===== config.mk =====
export PLATFORM = sky130hd
export DESIGN_NAME = position_input_decoder
export DESIGN_NICKNAME = d
export VERILOG_FILES = /design/src/rtl/position_input_decoder.sv
export SDC_FILE = /design/constraint.sdc
export NUM_CORES = 1
export LEC_CHECK = 0
export BUFFER_PORTS_ARGS = -buffer_cell sky130_fd_sc_hd__buf_2
export CORE_ASPECT_RATIO = 1.5
export CORE_MARGIN = 2
export CORE_UTILIZATION = 35
export DETAILED_ROUTE_END_ITERATION = 16
export PLACE_DENSITY = 0.6
export RECOVER_POWER = 50
export SYNTH_ARGS = -nofsm -noshare
export SYNTH_HDL_FRONTEND = slang
export SYNTH_SLANG_ARGS = --single-unit

===== constraint.sdc =====
create_clock -name clk -period 2.8 [get_ports clk]
set_clock_uncertainty 0.15 [all_clocks]
set_input_delay 0.56 -clock clk [delete_from_list [all_inputs] [get_ports clk]]
set_output_delay 0.56 -clock clk [all_outputs]
set_load 0.02 [all_outputs]

===== src/rtl/position_input_decoder.sv =====
// Rider-position front end: synchronise, debounce and encode five switches and emit
// position-change events over valid/ready. Optional macro SEAT_TIMEOUT_EN adds seat_alarm.
module position_input_decoder #(
  parameter int DEBOUNCE_CYCLES = 500000,
  parameter int CNT_W           = 20,
  parameter int STAND_CYCLES    = 150000000
) (
  input  logic       clk,
  input  logic       rst_n,
  input  logic       drops_button,
  input  logic       hoods_button,
  input  logic       tops_button,
  input  logic       bar_button,
  input  logic       seat_button,
  output logic [3:0] pos_data,
  output logic       pos_valid,
  input  logic       pos_ready,
  output logic       fault,
  output logic [7:0] overrun_cnt,
  output logic       seat_alarm
);

  if ((DEBOUNCE_CYCLES < 1) || (DEBOUNCE_CYCLES > (2 ** CNT_W))) begin : g_bad_debounce
    $error("CNT_W too narrow for DEBOUNCE_CYCLES");
  end
  if ((STAND_CYCLES < 1) || (STAND_CYCLES > (2 ** 28))) begin : g_bad_stand
    $error("STAND_CYCLES must fit the 28-bit stand counter");
  end

  localparam logic [CNT_W-1:0] DB_LAST = CNT_W'(DEBOUNCE_CYCLES - 1);

  typedef enum logic {
    IDLE = 1'b0,
    PEND = 1'b1
  } state_t;

  // Bit order: 0 drops, 1 hoods, 2 tops, 3 bar, 4 seat.
  logic [4:0] raw;
  logic [4:0] sync1;
  logic [4:0] sync2;
  logic [4:0] db;

  assign raw = {seat_button, bar_button, tops_button, hoods_button, drops_button};

  always_ff @(posedge clk or negedge rst_n) begin
    if (!rst_n) begin
      sync1 <= '0;
      sync2 <= '0;
    end else begin
      sync1 <= raw;
      sync2 <= sync1;
    end
  end

  for (genvar i = 0; i < 5; i++) begin : g_debounce
    logic [CNT_W-1:0] cnt;
    logic             db_q;

    always_ff @(posedge clk or negedge rst_n) begin
      if (!rst_n) begin
        cnt  <= '0;
        db_q <= 1'b0;
      end else if (sync2[i] == db_q) begin
        cnt <= '0;
      end else if (cnt == DB_LAST) begin
        cnt  <= '0;
        db_q <= ~db_q;
      end else begin
        cnt <= cnt + CNT_W'(1);
      end
    end

    assign db[i] = db_q;
  end

  logic [2:0] code_c;
  logic       fault_c;

  always_comb begin
    code_c  = 3'd0;
    fault_c = 1'b0;
    case (db[3:0])
      4'b0000: code_c = 3'd0;
      4'b0001: code_c = 3'd1;
      4'b0010: code_c = 3'd2;
      4'b0100: code_c = 3'd3;
      4'b1000: code_c = 3'd4;
      default: begin
        code_c  = 3'd7;
        fault_c = 1'b1;
      end
    endcase
  end

  logic [3:0] cur_next;
  logic [3:0] cur;
  logic       fault_q;
  logic       cur_chg;

  assign cur_next = {db[4], code_c};
  assign cur_chg  = (cur_next != cur);

  always_ff @(posedge clk or negedge rst_n) begin
    if (!rst_n) begin
      cur     <= '0;
      fault_q <= 1'b0;
    end else begin
      cur     <= cur_next;
      fault_q <= fault_c;
    end
  end

  assign fault = fault_q;

  // Handshake: an event transfers on a cycle where pos_valid && pos_ready at the rising
  // edge; while pos_valid is high pos_data is held stable, pos_ready is ignored when
  // pos_valid is low, and pos_valid is a pure register output (no path from pos_ready).
  state_t     state;
  state_t     state_next;
  logic       load;
  logic [3:0] sent;
  logic       collapse;

  always_comb begin
    state_next = state;
    load       = 1'b0;
    case (state)
      IDLE: begin
        if (cur != sent) begin
          load       = 1'b1;
          state_next = PEND;
        end
      end
      PEND: begin
        if (pos_ready) state_next = IDLE;
      end
      default: state_next = IDLE;
    endcase
  end

  always_ff @(posedge clk or negedge rst_n) begin
    if (!rst_n) state <= IDLE;
    else        state <= state_next;
  end

  assign pos_valid = (state == PEND);

  always_ff @(posedge clk or negedge rst_n) begin
    if (!rst_n) begin
      pos_data <= '0;
      sent     <= '0;
    end else if (load) begin
      pos_data <= cur;
      sent     <= cur;
    end
  end

  // A change while stalled is collapsed; one accepted on the same edge is still delivered.
  assign collapse = (state == PEND) && !pos_ready && cur_chg;

  always_ff @(posedge clk or negedge rst_n) begin
    if (!rst_n)                             overrun_cnt <= '0;
    else if (collapse && overrun_cnt != 8'hFF) overrun_cnt <= overrun_cnt + 8'd1;
  end

`ifdef SEAT_TIMEOUT_EN
  localparam logic [27:0] STAND_LAST = 28'(STAND_CYCLES - 1);
  logic [27:0] stand_cnt;

  always_ff @(posedge clk or negedge rst_n) begin
    if (!rst_n)                       stand_cnt <= '0;
    else if (db[4])                   stand_cnt <= '0;
    else if (stand_cnt != STAND_LAST) stand_cnt <= stand_cnt + 28'd1;
  end

  assign seat_alarm = (stand_cnt == STAND_LAST);
`else
  assign seat_alarm = 1'b0;
`endif

endmodule

# After elaboration in Yosys (flattened, before gate mapping)
# Index checks and enable logic that the tools add are counted.
[word_totals] regBits=133 output_inout_bits=15
[op_classes] addsub=6 eq_ne=17 muxes=16 bitwise_logic=11 n_reduce_logical=11
[op_table] cell="20-bit 2-to-1 mux" n=10
[op_table] cell="20-bit by 1-bit adder with 20-bit output (second input constant)" n=5
[op_table] cell="20-bit by 19-bit equality test with 1-bit output (second input constant)" n=5
[op_table] cell="3-bit one-hot mux with 5 select lines" n=1
[op_table] cell="1-bit inverter" n=11
[op_table] cell="2-bit AND reduction" n=5
[op_table] cell="8-bit by 1-bit adder with 8-bit output (second input constant)" n=1
[op_table] cell="4-bit inequality test" n=2
[op_table] cell="8-bit inequality test (second input constant)" n=1
[op_table] cell="1-bit equality test" n=5
[op_table] cell="5-bit OR reduction" n=1
[op_table] cell="4-bit by 1-bit equality test with 1-bit output (second input constant)" n=1
[op_table] cell="4-bit by 2-bit equality test with 1-bit output (second input constant)" n=1
[op_table] cell="4-bit by 3-bit equality test with 1-bit output (second input constant)" n=1
[op_table] cell="4-bit equality test (second input constant)" n=1
[op_table] cell="4-bit logical NOT" n=1
[op_table] cell="1-bit 2-to-1 mux" n=4
[op_table] cell="1-bit logical AND" n=3
[op_table] cell="1-bit one-hot mux with 2 select lines" n=1
[op_table] cell="1-bit logical NOT" n=1

# Logic depth before layout (Yosys ltp)
[depth] ltp_word=5 ltp_mapped=7 mapped_depth_nobuf=6

# Worst setup path after synthesis
# No wires, ideal clock.
[synth_timing] path_type="register to register" from="reg g_debounce[2].db_q" to="reg overrun_cnt[6]" arrival_time_ps=2040 required_time_ps=2522 slack_ps=483 stages_incl_launch_ff=7 path_buffers=1 cell_sequence="dfrtp_1 -> buf_6 -> maj3_2 -> or3_4 -> a2111oi_4 -> nor3_1 -> mux2_1"
[synth_between] elab_chain_len=5 word_cells_on_any_way=9 cone_classes="eq/ne (5); mux (1); reduce/logical (3)"
[synth_rtl] element="from (decl)" line_no="57" text="logic db_q;"
[synth_rtl] element="from (signal assigned)" line_no="67" text="db_q <= ~db_q;"
[synth_rtl] element="4-bit equality test, or another cell as far along" line_no="82" text="case (db[3:0])"
[synth_rtl] element="3-bit one-hot mux with 5 select lines (*)" line_no="82"
[synth_rtl] element="4-bit inequality test (*)" line_no="101" text="assign cur_chg = (cur_next != cur);"
[synth_rtl] element="1-bit logical AND (*)" line_no="159" text="assign collapse = (state == PEND) && !pos_ready && cur_chg;"
[synth_rtl] element="1-bit logical AND (*)" line_no="163" text="else if (collapse && overrun_cnt != 8'hFF) overrun_cnt <= overrun_cnt + 8'd1;"
[synth_rtl] element="to (signal assigned)" line_no="163"
[synth_rtl] element="to (decl)" line_no="19" text="output logic [7:0] overrun_cnt,"
# Mark *: on every way between the ends. The rest lies on a longest branch, timed or not.
# A chain may end at the register's enable or synchronous reset.

# Final worst setup path
# Ends and elaborated chain as after synthesis.

==> impl_metrics.tcl <==
set metrics [dict create \
    avgRoutedWirePerCell_um 13.2 \
    grt_remaining_overflow 0 \
    timing.final.hold_violations 0 \
    setup.worst_path.class "reg2reg" \
    netlist_instances 606 \
    clkPwrFrac_pct 51.9 \
    pwr-share-comb_pct 2.7 \
    dp_hpwl_mm 7.72 \
    cp_data_required_time_ns 2.94 \
    cts_root_buffer "clkbuf_16" \
    grt_pass1_wl_mm 20.1 \
    drc 0 \
    grt_usage_pct 13.0 \
    synthFlopType "dfrtp_1" \
    period_share_pct 92.3 \
    ant_nets 0 \
    ys_top_cells_by_area "dfrtp_1, xor2_1, xnor2_1, nor2_1, nand3_1" \
    area_growth_pct 15.1 \
    rsz0062_at_grt "false" \
    start_util_pct 35.8 \
    max_slew_margin_pct 23.2 \
    leakagePower_nw 3.14 \
    endpoint_kind "register" \
    antenna_found_initial 0 \
    clock_sinks 133 \
    critPathArrivalTime_ns 2.72 \
    cp_max_fo 7 \
    vias 4242 \
    drive_gt1_share_pct 10.9 \
    wl_mm 11.3 \
    p_seq_share_pct 45.3 \
    first_global_vias 4403 \
    powerDensity_nw_per_um2 609 \
    synthTopCellsByCount "dfrtp_1, nor2_1, xor2_1" \
    drt-pass1-iter-count 4 \
    fmax_ghz 0.387 \
    die_w_um 113 \
    synthesis.area_um2 6210 \
    portBuffers 21 \
    grt_max_degree 58 \
    finalSetupViolCount 0 \
    coreArea_um2 17300 \
    sw_frac_of_total_pct 22.1 \
    switchingPower_mw 0.962 \
    p_int_mw 3.39 \
    ios 23 \
    die_h_um 167 \
    synth_most_common_cell "dfrtp_1" \
    yosysWarnings 0 \
    drv_cap 0 \
    synth.distinct_cells 39 \
    worst_setup_path_start_kind "register" \
    maxSlewViolCount 0 \
    n_antenna_cell 0 \
    htree_levels 4 \
    outcome "completed" \
    synth_nets 620 \
    clk_path_buf_depth 2 \
    synth_top_area_share_pct 53.6 \
    cts_made_buffers 17 \
    avgSynthCellArea_um2 10.3 \
    synth_seq_cells 133 \
    dieArea_um2 18900 \
    cts_tree "built" \
    multiInputGateArea_um2 2740 \
    fin_tns_setup_ns 0 \
    synth_edf_count 0 \
    gp_congestion 0.781 \
    period_needed_ns 2.58 \
    clock_latency_ns 0.41 \
    yosysSeqAreaShare_pct 53.6 \
    yosys.area.top_type "dfrtp_1" \
    holdCritPathClass "in2reg" \
    ir_drop_uv 371 \
    avgViaCountPerCell 4.94 \
    seq_area_um2 3330 \
    nNetsFinal 646 \
    rows 59 \
    tightestPinTransition_ns 1.15 \
    final_util_pct 41.2 \
    async_flop_share_pct 100 \
    clk_pin_slew_worst_paths_ns 0.06 \
    fill_cells 1627 \
    drt_iter0_markers 180 \
]
==> per-layer routing <==
layer	GRT usage (%)	wire length, um
met5	0	0
met4	4.72	175
met3	3.37	232
met2	23.6	6090
met1	14.5	4850
==> state kept, by name, indices dropped and copies added, names as in the netlist <==
signal           flops
sync1                5
g_debounce.cnt     100
cur                  4
fault                1
sent                 4
pos_valid            1
overrun_cnt          8
g_debounce.db_q      5
sync2                5
==> power groups by stage <==
stage | Sequential, mW | Combinational [mW] | Clock, mW
after floorplan | 2.00 | 0.0622 | 0
after global placement | 2.01 | 0.120 | 0
after detailed placement | 2.01 | 0.124 | 0
after CTS | 1.97 | 0.125 | 2.32
after global routing | 1.98 | 0.139 | 2.42
final | 1.97 | 0.118 | 2.26
==> worst paths after layout <==
| path | slack, ns | from | endpoint | depth (start not counted) |
|---|---|---|---|---|
| max in group asynchronous | 0.57 | rst_n | g_debounce[3].cnt[18] | 3 |
| hold reg to reg | 0.20 | sync1[1] | sync2[1] | 0 |
| hold / removal | 0.10 | tops_button | sync1[2] | 1 |
| setup / recovery | 0.22 | g_debounce[2].db_q | overrun_cnt[6] | 5 |
| setup reg to reg | 0.22 | g_debounce[2].db_q | overrun_cnt[6] | 5 |
| min in group asynchronous | 0.76 | rst_n | g_debounce[0].cnt[14] | 2 |
==> stage by stage <==
stage                     total power, mW  setup WS, ns  std cells  hold WS, ns  area, um^2
after CTS                            4.42         0.258        858       0.0858        7160
after floorplan                      2.07         0.483        606        0.114        6210
after global placement               2.13         0.357        825        0.191        6540
final                                4.35         0.215        858        0.102        7150
after detailed placement             2.13         0.328        825        0.186        6540
after global routing                 4.54         0.114        858       0.0835        7150
==> cell type report <==
cell class              count  share of cell area (%)
clock buffers              18                    6.00
clock inverters            14                    2.49
inverters                  15                   0.788
multi-input cells         439                    38.3
flip-flops and latches    133                    46.6
well taps                 213                    3.73
repair buffers             26                    2.15
==> critical path, stage by stage, from the launching register on <==
cell and delay, ns:
dfrtp_1 0.45, maj3_1 0.41, or3_4 0.35, a2111oi_4 0.60
nor3_1 0.17, mux2_1 0.35
==> what timing repair did <==
action,4_1_cts,5_1_grt
setup endpoints to repair,0,0
hold buffers,1,0
hold endpoints to repair,43,0
gates resized for setup,0,0
setup buffers,0,0
==> layout by cell type (no fill, tap or decap), types with 14 or more instances in the layout <==
cell type and count:
and4_1 14, buf_2 17, clkbuf_16 17, dfrtp_1 133, inv_1 15, nand2_1 35, nand3_1 42, nand4_1 20
nor2_1 123, nor3_1 23, xnor2_1 53, xor2_1 54
==> cells by family (layout without fill, tap and decap cells) <==
family | after synthesis | after routing | share of synthesized area, %
other | 1 | 1 | 0.0604
flip-flops | 133 | 133 | 53.6
adder cells (fa/ha/maj) | 8 | 8 | 1.55
AND/OR/NAND/NOR | 305 | 305 | 24.2
multiplexers | 12 | 12 | 2.17
XOR/XNOR | 107 | 107 | 15.1
AO/OA/AOI/OAI | 6 | 6 | 1.01
buffers and inverters | 34 | 73 | 2.36
(Power assumes the default switching activity.)
